--- config.mk ---
export PLATFORM = sky130hd
export DESIGN_NAME = apuf_chal_sequencer
export DESIGN_NICKNAME = d
export VERILOG_FILES = /design/src/rtl/apuf_pkg.sv /design/src/rtl/apuf_edge_det.sv /design/src/rtl/apuf_chal_sequencer.sv
export SDC_FILE = /design/constraint.sdc
export NUM_CORES = 1
export LEC_CHECK = 0
export BUFFER_PORTS_ARGS = -buffer_cell sky130_fd_sc_hd__buf_2
export CAP_MARGIN = 10
export CELL_PAD_IN_SITES_DETAIL_PLACEMENT = 2
export CELL_PAD_IN_SITES_GLOBAL_PLACEMENT = 2
export CORE_MARGIN = 4
export CORE_UTILIZATION = 30
export CTS_CLUSTER_DIAMETER = 150
export DETAILED_ROUTE_END_ITERATION = 12
export PLACE_DENSITY = 0.82
export RECOVER_POWER = 50
export SETUP_SLACK_MARGIN = 0.15
export SKIP_LAST_GASP = 1
export SYNTH_ARGS = -nofsm -noshare
export SYNTH_HDL_FRONTEND = slang
export SYNTH_SLANG_ARGS = --single-unit
export TNS_END_PERCENT = 5
--- constraint.sdc ---
create_clock -name clk -period 2.4 [get_ports clk]
set_clock_uncertainty 0.05 [all_clocks]
set_input_delay 0.48 -clock clk [delete_from_list [all_inputs] [get_ports clk]]
set_output_delay 0.48 -clock clk [all_outputs]
set_load 0.02 [all_outputs]
--- src/rtl/apuf_pkg.sv ---
// Shared types and sizing for the arbiter-PUF challenge sequencer.
package apuf_pkg;

  typedef enum logic [2:0] {
    IDLE = 3'd0,
    ARM  = 3'd1,
    FIRE = 3'd2,
    WAIT = 3'd3,
    DONE = 3'd4
  } state_t;

  localparam int unsigned WORD_W = 64;
  localparam int unsigned ID_W   = 2;

  function automatic int unsigned nseg_of(input int unsigned nchal);
    return nchal / WORD_W;
  endfunction

endpackage

--- src/rtl/apuf_edge_det.sv ---
// Registers a level strobe and flags its rising edge for one cycle.
module apuf_edge_det (
  input  logic clk,
  input  logic rst_n,
  input  logic level,
  output logic pulse_c
);

  logic prev;
  logic armed;

  // armed blocks a level already high at reset release from looking like a new edge
  always_ff @(posedge clk or negedge rst_n) begin
    if (!rst_n) begin
      prev  <= 1'b0;
      armed <= 1'b0;
    end else begin
      prev  <= level;
      armed <= 1'b1;
    end
  end

  assign pulse_c = level & ~prev & armed;

endmodule

--- src/rtl/apuf_chal_sequencer.sv ---
// Assembles the APUF challenge from controller writes, fires the delay-chain
// trigger and returns the captured arbiter response.
module apuf_chal_sequencer
  import apuf_pkg::*;
#(
  parameter int unsigned NCHAL       = 128,
  parameter int unsigned SETTLE_CYC  = 8,
  parameter int unsigned TRIG_CYC    = 4,
  parameter int unsigned TIMEOUT_CYC = 1024
) (
  input  logic                     clk,
  input  logic                     rst_n,
  input  logic                     chal_en,
  input  logic                     wr_en,
  input  logic [ID_W-1:0]          in_id,
  input  logic [WORD_W-1:0]        data_in,
  input  logic                     start,
  input  logic                     resp_valid_in,
  input  logic                     resp_bit_in,
  output logic [NCHAL-1:0]         challenge,
  output logic                     trig,
  output logic                     resp_ready,
  output logic                     resp_bit,
  output logic                     busy,
  output logic [NCHAL/WORD_W-1:0]  seg_loaded,
  output logic                     timeout_err
);

  localparam int unsigned NSEG    = nseg_of(NCHAL);
  localparam int unsigned MAX_ST  = (SETTLE_CYC > TRIG_CYC) ? SETTLE_CYC : TRIG_CYC;
  localparam int unsigned CNT_MAX = (MAX_ST > TIMEOUT_CYC) ? MAX_ST : TIMEOUT_CYC;
  localparam int unsigned CNT_W   = $clog2(CNT_MAX + 1);

  state_t             state;
  logic [CNT_W-1:0]   cnt;
  logic               wr_pulse_c;
  logic               start_pulse_c;
  logic [NCHAL-1:0]   chal_wr_c;
  logic [NSEG-1:0]    seg_wr_c;
  logic               start_ok_c;

  apuf_edge_det u_wr_edge (
    .clk     (clk),
    .rst_n   (rst_n),
    .level   (wr_en),
    .pulse_c (wr_pulse_c)
  );

  apuf_edge_det u_start_edge (
    .clk     (clk),
    .rst_n   (rst_n),
    .level   (start),
    .pulse_c (start_pulse_c)
  );

  // Write merge; only IDLE/DONE accept words so the chain sees a stable challenge.
  always_comb begin
    chal_wr_c = challenge;
    seg_wr_c  = seg_loaded;
    if (wr_pulse_c && (state == IDLE || state == DONE)) begin
      for (int k = 0; k < NSEG; k++) begin
        if (in_id == ID_W'(k)) begin
          chal_wr_c[(NSEG - k) * WORD_W - 1 -: WORD_W] = data_in;
          seg_wr_c[NSEG - 1 - k] = 1'b1;
        end
      end
    end
    start_ok_c = start_pulse_c && (&seg_wr_c);
  end

  always_ff @(posedge clk or negedge rst_n) begin
    if (!rst_n) begin
      state       <= IDLE;
      cnt         <= '0;
      challenge   <= '0;
      seg_loaded  <= '0;
      trig        <= 1'b0;
      resp_ready  <= 1'b0;
      resp_bit    <= 1'b0;
      busy        <= 1'b0;
      timeout_err <= 1'b0;
    end else if (!chal_en) begin
      state      <= IDLE;
      cnt        <= '0;
      challenge  <= '0;
      seg_loaded <= '0;
      trig       <= 1'b0;
      resp_ready <= 1'b0;
      busy       <= 1'b0;
    end else begin
      challenge  <= chal_wr_c;
      seg_loaded <= seg_wr_c;
      case (state)
        IDLE, DONE: begin
          if (start_ok_c) begin
            state       <= ARM;
            cnt         <= '0;
            busy        <= 1'b1;
            resp_ready  <= 1'b0;
            timeout_err <= 1'b0;
          end
        end
        ARM: begin
          if (cnt == CNT_W'(SETTLE_CYC - 1)) begin
            state <= FIRE;
            trig  <= 1'b1;
            cnt   <= '0;
          end else begin
            cnt <= cnt + CNT_W'(1);
          end
        end
        FIRE: begin
          if (cnt == CNT_W'(TRIG_CYC - 1)) begin
            state <= WAIT;
            trig  <= 1'b0;
            cnt   <= '0;
          end else begin
            cnt <= cnt + CNT_W'(1);
          end
        end
        WAIT: begin
          if (resp_valid_in) begin
            resp_bit   <= resp_bit_in;
            resp_ready <= 1'b1;
            busy       <= 1'b0;
            state      <= DONE;
          end else if (cnt == CNT_W'(TIMEOUT_CYC - 1)) begin
            resp_bit    <= 1'b0;
            resp_ready  <= 1'b1;
            timeout_err <= 1'b1;
            busy        <= 1'b0;
            state       <= DONE;
          end else begin
            cnt <= cnt + CNT_W'(1);
          end
        end
        default: begin
          state <= IDLE;
          trig  <= 1'b0;
          busy  <= 1'b0;
        end
      endcase
    end
  end

endmodule

Yosys cells after proc, flatten, opt, wreduce, memory -nomap -nowiden
Cells that the tools add are included.
Storage, ports and cells
  output and inout bits: 135
  word-level logic and storage cells: 103
  input port bits: 73
  register bits: 152
Cells by class
  eq/ne operators: 24
  reduce and logical (&&, ||, !) cells: 20
  bitwise logic cells: 6
  muxes and demuxes: 39
  add/sub/neg operators: 1
Operators by type and width (count)
  $mux 128: 2
  $mux 64: 2
  $mux 11: 6
  $pmux 11 s4: 1
  $mux 3: 6
  $mux 1: 15
  $ne 3x3->1 const B: 5
  $pmux 3 s4: 1
  $reduce_and 3->1: 4
  $add 11x1->11 const B: 1
  $eq 11x10->1 const B: 1
  $eq 11x2->1 const B: 1
  $eq 11x3->1 const B: 1
  $ne 2x2->1 const B: 5
  $reduce_and 4->1: 2
  $eq 3x2->1 const B: 2
  $ne 2x1->1 const B: 3
  $pmux 1 s3: 2
  $reduce_and 2->1: 3
  $ne 5x1->1 const B: 1
  $reduce_and 5->1: 1
  $and 1x1->1: 4
  $mux 2: 2
  $ne 4x4->1 const B: 1
  13 further kinds: 18

Depth between registers and ports, before layout
Gate-level depths: netlist of the first run.
  depth in word-level cells: 10
  gate-level depth with buffers: 7
  depth with buffers taken out: 6

Cells and area by module
A second synthesis of the first run with hierarchy kept.
Unflattened totals
  cell total of the unflattened synthesis: 708
  area total of the unflattened synthesis: 6761.5 um^2
Modules (own cells, without submodules)
  apuf_chal_sequencer: area an instance 6636.4 um^2, sequential area each 3728.6 um^2, cells each 700, instances 1
  apuf_edge_det: area an instance 62.6 um^2, sequential area each 50.0 um^2, cells each 4, instances 2

Least setup slack after synthesis of the first run
OpenSTA, ideal clock, no wires.
  kind: register to register
  start: reg state[0]
  end: reg cnt[6]
  path slack: 390 ps
  path buffers: 2
  library setup time: 129 ps
  arrival: 1831 ps
  clock period less this slack: 2010 ps
  stages on the path, launching flop included: 8
  required time: 2221 ps
  cells stage by stage: dfrtp_1 -> buf_6 -> or4b_4 -> o31ai_1 -> o21ba_1 -> buf_6 -> o31ai_1 -> o21ai_1
Between the ends
  cells in the longest elaborated chain, start to end: 8
  elaborated cells between the ends (all ways): 18
  those cells by class: eq/ne: 8; mux: 3; reduce/logical: 7
Ends and longest elaborated chain
  start, declared: line apuf_chal_sequencer.sv:34  | state_t state;
  start signal, assigned: line apuf_chal_sequencer.sv:73  | state <= IDLE;
  start signal, assigned: line apuf_chal_sequencer.sv:83  | state <= IDLE;
  start signal, assigned: line apuf_chal_sequencer.sv:96  | state <= ARM;
  $eq 3x3->1 or $logic_not 3->1 (tied branches): line apuf_chal_sequencer.sv:60, apuf_chal_sequencer.sv:93
  $logic_or 1x1->1: line apuf_chal_sequencer.sv:60  | if (wr_pulse_c && (state == IDLE || state == DONE)) begin
  $logic_and 1x1->1: line apuf_chal_sequencer.sv:60
  $mux 2: line apuf_chal_sequencer.sv:60
  $reduce_and 2->1: line apuf_chal_sequencer.sv:68  | start_ok_c = start_pulse_c && (&seg_wr_c);
  $logic_and 1x1->1: line apuf_chal_sequencer.sv:68
  $ne 3x3->1 (no line)
  $reduce_and 4->1 (no line)
  end signal, assigned: line apuf_chal_sequencer.sv:109  | cnt <= cnt + CNT_W'(1);
  end signal, assigned: line apuf_chal_sequencer.sv:118  | cnt <= cnt + CNT_W'(1);
  end signal, assigned: line apuf_chal_sequencer.sv:134  | cnt <= cnt + CNT_W'(1);
  end, declared: line apuf_chal_sequencer.sv:35  | logic [CNT_W-1:0] cnt;
Several ways; a longest one is shown, not always the timed one.
A chain may end at the register's enable or synchronous reset.

Worst setup path in the final report of the first run
  start: reg state[0]
  end: reg cnt[0]
Same word-level chain as after synthesis.

==> out/summary.txt, run 1 <==
initial DRC count: 197
CTS tree: yes
placed wire-length estimate: 16400 um
antenna violations before repair: 0
switching part of the total power: 26.3%
CTS Buf Count: 17
Hold WC Path Type: primary input to flip-flop
post-place setup slack: 0.348 ps
FMAX: 0.455 GHz
Pre-Repair DR Iteration Count: 4
vias in the first global route: 6745
cell area after synthesis: 6750 um^2
min cycle time layout: 2200 ps
Setup Viol. Count Final: 0
worst vdd ir: 0.414 mV
Finished Core Util: 39.9%
Slew Limit Fails: 0
WS Path Type: flip-flop to flip-flop
multi-input logic area: 2750 um^2
MaxCap Viol Count: 0
Post-CTS Setup Inserts: 0
fin worst setup slack: 202 ps
Setup TNS: 0 ps
row count: 54
Die W: 158 um
maximum clock insertion buffer count: 2
root buffer cell: clkbuf_16
Sink Count: 152
worst path required time: 2650 ps
register area: 3800 um^2
Die ar.: 25000 um^2
gr usage total: 19.5%
leakage power: 3.94 nW
CP Capture Type: flip-flop
combinational power share: 8.7%
via count: 5965
vias per std cell: 4.96
Final #Nets: 983
H-tree depth: 4
DRC Markers: 0
run status: finished clean
core box area: 22000 um^2
CP Launch Type: flip-flop
Worst Path Max Fanout: 8
largest net degree at the start of global routing: 66
final instance area: 8770 um^2
ANT nets after route: 0
final hold vios: 0
IO Port Bufs: 207
Worst-Skew Late Latency: 420 ps
layout cells sized above 1: 22.5%
synth unique cells: 53
first-pass GRT wire length: 38000 um
Die Ht: 158 um
Clock power frac: 47.2%
synthesized net count: 784
Arrival @ worst endpoint: 2450 ps
WL/cell: 19.9 um
#FFs+latches synth: 152
synth warn: 0
Reg power frac: 44.1%
Syn Area/Cell: 9.50 um^2
EDFF count, synth: 0
Pwr Total: 5.97 mW
Cells after DPL: 1169
internal power: 4.40 mW
crit share post-route: 91.6%
initial cell density of the core: 30.7%
Worst-path clk slew: 70 ps
IO Pins: 208
Synth Flop Type: dfrtp_1
Cells after Synth: 710
DP Area: 8190 um^2
Slew headroom: 34.8%
Sw Pwr: 1.57 mW
sequential element share of the synthesized area: 56.4%
final std cells w/o fill: 1202
GP Congestion: 0.796
power per cell area: 681 nW/um^2
Slew @ Worst Pin: 978 ps
overall routed net length: 23900 um
RSZ-0062 raised after global routing: true
fraction of registers with async set/reset: 100%
diodes inserted: 0
Hold Slack: 155 ps
fillers: 2495
total gr overflow: 0
Area growth syn-to-layout: 30.0%
final cells by class:
type	instances	area share [%]
clock inverter	14	2.03
clock buffer	18	5.01
multi-input combinational	502	31.4
tap	280	3.99
sequential	152	43.4
timing repair buffer	229	13.9
inverter	7	0.300
path summary, 6_finish.rpt:
| kind | start | end | slack, ps | cells after the start |
|---|---|---|---|---|
| min | wr_en | u_wr_edge.prev | 160 | 1 |
| max reg2reg | state[0] | cnt[0] | 200 | 5 |
| min reg2reg | resp_bit | resp_bit | 450 | 2 |
| min in group asynchronous | rst_n | challenge[52] | 700 | 2 |
| max | state[0] | cnt[0] | 200 | 5 |
| max in group asynchronous | rst_n | challenge[105] | 420 | 3 |
power groups by stage:
stage               logic (mW)  clock network (mW)  registers, mW
finish                   0.522                2.82           2.63
global route             0.582                3.03           2.63
global placement         0.503                   0           2.67
detailed placement       0.517                   0           2.68
floorplan                0.223                   0           2.70
CTS                      0.529                2.90           2.63
cells in the mapped netlist (all sizes together) (2+ instances only):
master   count  area [um^2]
a211oi       4         30.0
a21boi     129          968
a21o         2         15.0
a21oi        4         20.0
a22o         2         17.5
a32o         2         20.0
a41oi        2         17.5
and3         2         12.5
and4         3         26.3
buf         16         92.6
clkbuf      33          124
dfrtp      152         3800
inv          7         26.3
nand2      264          991
nand3       10         50.1
nand4        3         18.8
nand4b       2         17.5
nor2        13         51.3
nor2b        6         37.5
nor3         2         10.0
nor4         3         33.8
o211ai       6         45.0
o21a         3         22.5
o21ai       10         50.0
o21bai       2         18.8
o2bb2ai      3         26.3
o31ai        4         30.0
or2          3         18.8
metal layers:
layer  track usage, %  vias up  part of all wire, %  wire length (um)
met2             34.8      137                   51             12100
met5                0        -                    0                 0
met4             5.12        0                  1.2               284
li1                 -     2770                    -                 -
met1             23.9     3038                   43             10300
met3             4.16       20                  4.8              1140
timing repair:
action,CTS,global route
hold buffers,1,0
setup endpoints to repair,8,13
hold endpoints to repair,30,0
resized for setup,3,5
pin swaps,0,2
worst max-delay path, cell delays in order (launching register included):
cell      delay (ps)
dfrtp_1          460
or4b_4           590
o31ai_4          300
o21bai_4         240
nand2_1          150
mux2_2           280
cells in the final DEF (no fill, tap or decap), types with 4 or more instances in the layout:
| master | netlist | layout |
|---|---|---|
| nand2_1 | 264 | 264 |
| clkbuf_16 | 0 | 17 |
| inv_1 | 7 | 7 |
| inv_6 | 0 | 5 |
| o211ai_1 | 6 | 6 |
| buf_2 | 14 | 138 |
| o21ai_0 | 7 | 7 |
| a21boi_1 | 10 | 10 |
| dfrtp_1 | 152 | 152 |
| buf_4 | 0 | 13 |
| clkbuf_1 | 33 | 67 |
| a211oi_1 | 4 | 4 |
| a21boi_0 | 119 | 119 |
| nor2_1 | 12 | 11 |
| nand3_1 | 10 | 10 |
| a21oi_1 | 4 | 4 |
| buf_12 | 0 | 8 |
| nor2b_1 | 6 | 5 |
registers in the layout, summed over array words and instances, names as in the netlist:
signal	count
busy	1
challenge	128
cnt	11
resp_bit	1
resp_ready	1
seg_loaded	2
state	3
timeout_err	1
trig	1
u_start_edge.armed	1
u_start_edge.prev	1
u_wr_edge.prev	1
logic make-up (layout without fill, tap and decap cells):
family / count (synthesis) / after routing / synth area share, %
AOI/OAI and AO/OA: 179 / 179 / 19.7
other: 1 / 1 / 0.0556
adders and majority gates: 1 / 1 / 0.185
DFF: 152 / 152 / 56.4
buffers and inverters: 56 / 268 / 3.60
muxes: 2 / 2 / 0.315
and+or+nand+nor: 319 / 319 / 19.7
Power figures use the tool's default switching activity.
==> run 2, diff against run 1 <==
PLACE_DENSITY = 0.75   (was 0.82)
==> run 2 against run 1 <==
Against the previous run:
- combinational power shrank 3%
- first-iteration DRC count grew 49%
- final cell count grew 0.17%
- sequential share of layout area grew 0.39 points
- highest routed layer is now met5
==> out/summary.txt, run 2 (synthesis gave the netlist of run 1 again) <==
run status: finished clean
Top reg by flops: challenge
vias per std cell: 4.85 (-2.2%)
CP Launch Type: flip-flop
diodes inserted: 0 (unchanged)
Worst Path Max Fanout: 6 (-2)
final hold vios: 0 (unchanged)
IO Port Bufs: 207 (unchanged)
Die Ht: 158 um (unchanged)
crit share post-route: 90.5% (-1.0 points)
gr usage total: 18.9% (-0.61 points)
leakage power: 3.91 nW (-0.86%)
IO Pins: 208 (unchanged)
slowest CP cell: dfrtp_1
RSZ-0062 raised after global routing: true
CP peak stage delay: 430 ps (-160 ps)
most frequent cells in the layout: nand2_1 (264), dfrtp_1 (152), buf_2 (138)
Area growth syn-to-layout: 28.8%
power per cell area: 670 nW/um^2 (-1.5%)
multi-input logic area: 2740 um^2 (-0.55%)
WL/cell: 19.3 um (-2.9%)
first-pass GRT wire length: 36800 um (-3.1%)
Setup Viol. Count Final: 0 (unchanged)
max FFs per register: 128 (unchanged)
min cycle time layout: 2170 ps (-25.1 ps)
row count: 54 (unchanged)
FMAX: 0.460 GHz (+1.2%)
Hold WC Path Type: primary input to flip-flop
Cell Chain, Critical Path: ha_1, and4_1, a41oi_1, o21a_1, nand2_1, mux2_2
fillers: 2479 (-0.64%)
total gr overflow: 0 (unchanged)
Setup TNS: 0 ps (unchanged)
register area: 3800 um^2 (unchanged)
crit-path leading delay family: compound AO/OA/AOI/OAI gates
initial DRC count: 294 (+49%)
MaxCap Viol Count: 0 (unchanged)
Slew @ Worst Pin: 1220 ps (+242 ps)
placed wire-length estimate: 16100 um (-2.1%)
antenna violations before repair: 1 (+1)
root buffer cell: clkbuf_16
largest net degree at the start of global routing: 75 (+14%)
layout cells sized above 1: 22.4% (-0.049 points)
CP Capture Type: flip-flop
Largest regs: challenge x128, cnt x11, state x3
DP Area: 8180 um^2 (-0.21%)
worst path required time: 2650 ps (about the same)
ANT nets after route: 0 (unchanged)
Pre-Repair DR Iteration Count: 4 (unchanged)
maximum clock insertion buffer count: 2 (unchanged)
CTS tree: yes
final instance area: 8690 um^2 (-0.90%)
Die ar.: 25000 um^2 (unchanged)
H-tree depth: 4 (unchanged)
commonest non-fill, non-tap cell in the layout: nand2_1
CTS Buf Count: 17 (unchanged)
WS Path Type: flip-flop to flip-flop
Sink Count: 152 (unchanged)
initial cell density of the core: 30.7% (unchanged)
via count: 5843 (-2.0%)
Buf/Inv on CP: 0 (unchanged)
Slew headroom: 18.6% (-16 points)
overall routed net length: 23200 um (-2.7%)
Worst-path clk slew: 60 ps (about the same)
GP Congestion: 0.784 (-1.4%)
Final #Nets: 985 (+0.20%)
Worst-Skew Late Latency: 420 ps (about the same)
DRC Markers: 0 (unchanged)
worst vdd ir: 0.386 mV (-6.8%)
vias in the first global route: 6451 (-4.4%)
core box area: 22000 um^2 (unchanged)
Arrival @ worst endpoint: 2420 ps (-30 ps)
Die W: 158 um (unchanged)
Slew Limit Fails: 0 (unchanged)
==> run 2: cell types whose count changed in the layout (fill, tap and decap cells not counted), moves of 2 or more <==
| cell | change |
|---|---|
| buf_4 | +4 |
| buf_12 | -4 |
| clkinvlp_4 | +2 |
| inv_6 | -2 |
| buf_6 | +2 |
==> run 2: layout make-up <==
type                            count  share of cell area, %
Sequential cell                   152                   43.8
Multi-Input combinational cell    502                   31.5
Timing Repair Buffer              231                   13.7
Clock buffer                       19                   5.10
Tap cell                          280                   4.03
Clock inverter                     13                   1.58
Inverter                            7                  0.302
==> run 2: path summary, 6_finish.rpt <==
check | startpoint | endpoint | slack [ps] | depth (start not counted)
max | cnt[0] | cnt[0] | 230 | 6
min | wr_en | u_wr_edge.prev | 150 | 1
max reg2reg | cnt[0] | cnt[0] | 230 | 6
min reg2reg | resp_bit | resp_bit | 430 | 2
max in group asynchronous | rst_n | challenge[110] | 420 | 3
min in group asynchronous | rst_n | challenge[98] | 800 | 2
==> run 2: metal layers <==
metal  GRT usage (%)  wire length, um  vias up
met5               0               13        -
met4            4.87              279        2
met3            5.19             1440       21
met2            33.0            11600      134
met1            23.0             9900     2912
li1                -                -     2774
==> run 2: power by group <==
group	internal, mW	leakage [nW]	total (mW)	switching [mW]
clock	1.49	0.273	2.69	1.20
combinational	0.188	1.52	0.508	0.320
sequential	2.60	2.11	2.63	0.0294
total	4.28	3.91	5.83	1.55
==> run 2: what timing repair did <==
action	in CTS	in global routing
setup buffers	0	1
resized for setup	0	6
hold buffers	1	0
endpoints found under the setup margin	0	14
hold endpoints to repair	42	0
==> run 2: per-stage QoR <==
step / setup WS, ps / util, % / hold slack (ps) / power, mW / std cells
final: 227 / 39.6 / 150 / 5.83 / 1204
after global routing: 106 / 39.6 / 135 / 6.09 / 1204
after CTS: 159 / 39.9 / 115 / 5.92 / 1203
after detailed placement: 47.5 / 37.2 / 404 / 3.19 / 1170
after global placement: 134 / 37.2 / 401 / 3.18 / 1170
after floorplan: 390 / - / 134 / 2.93 / 710
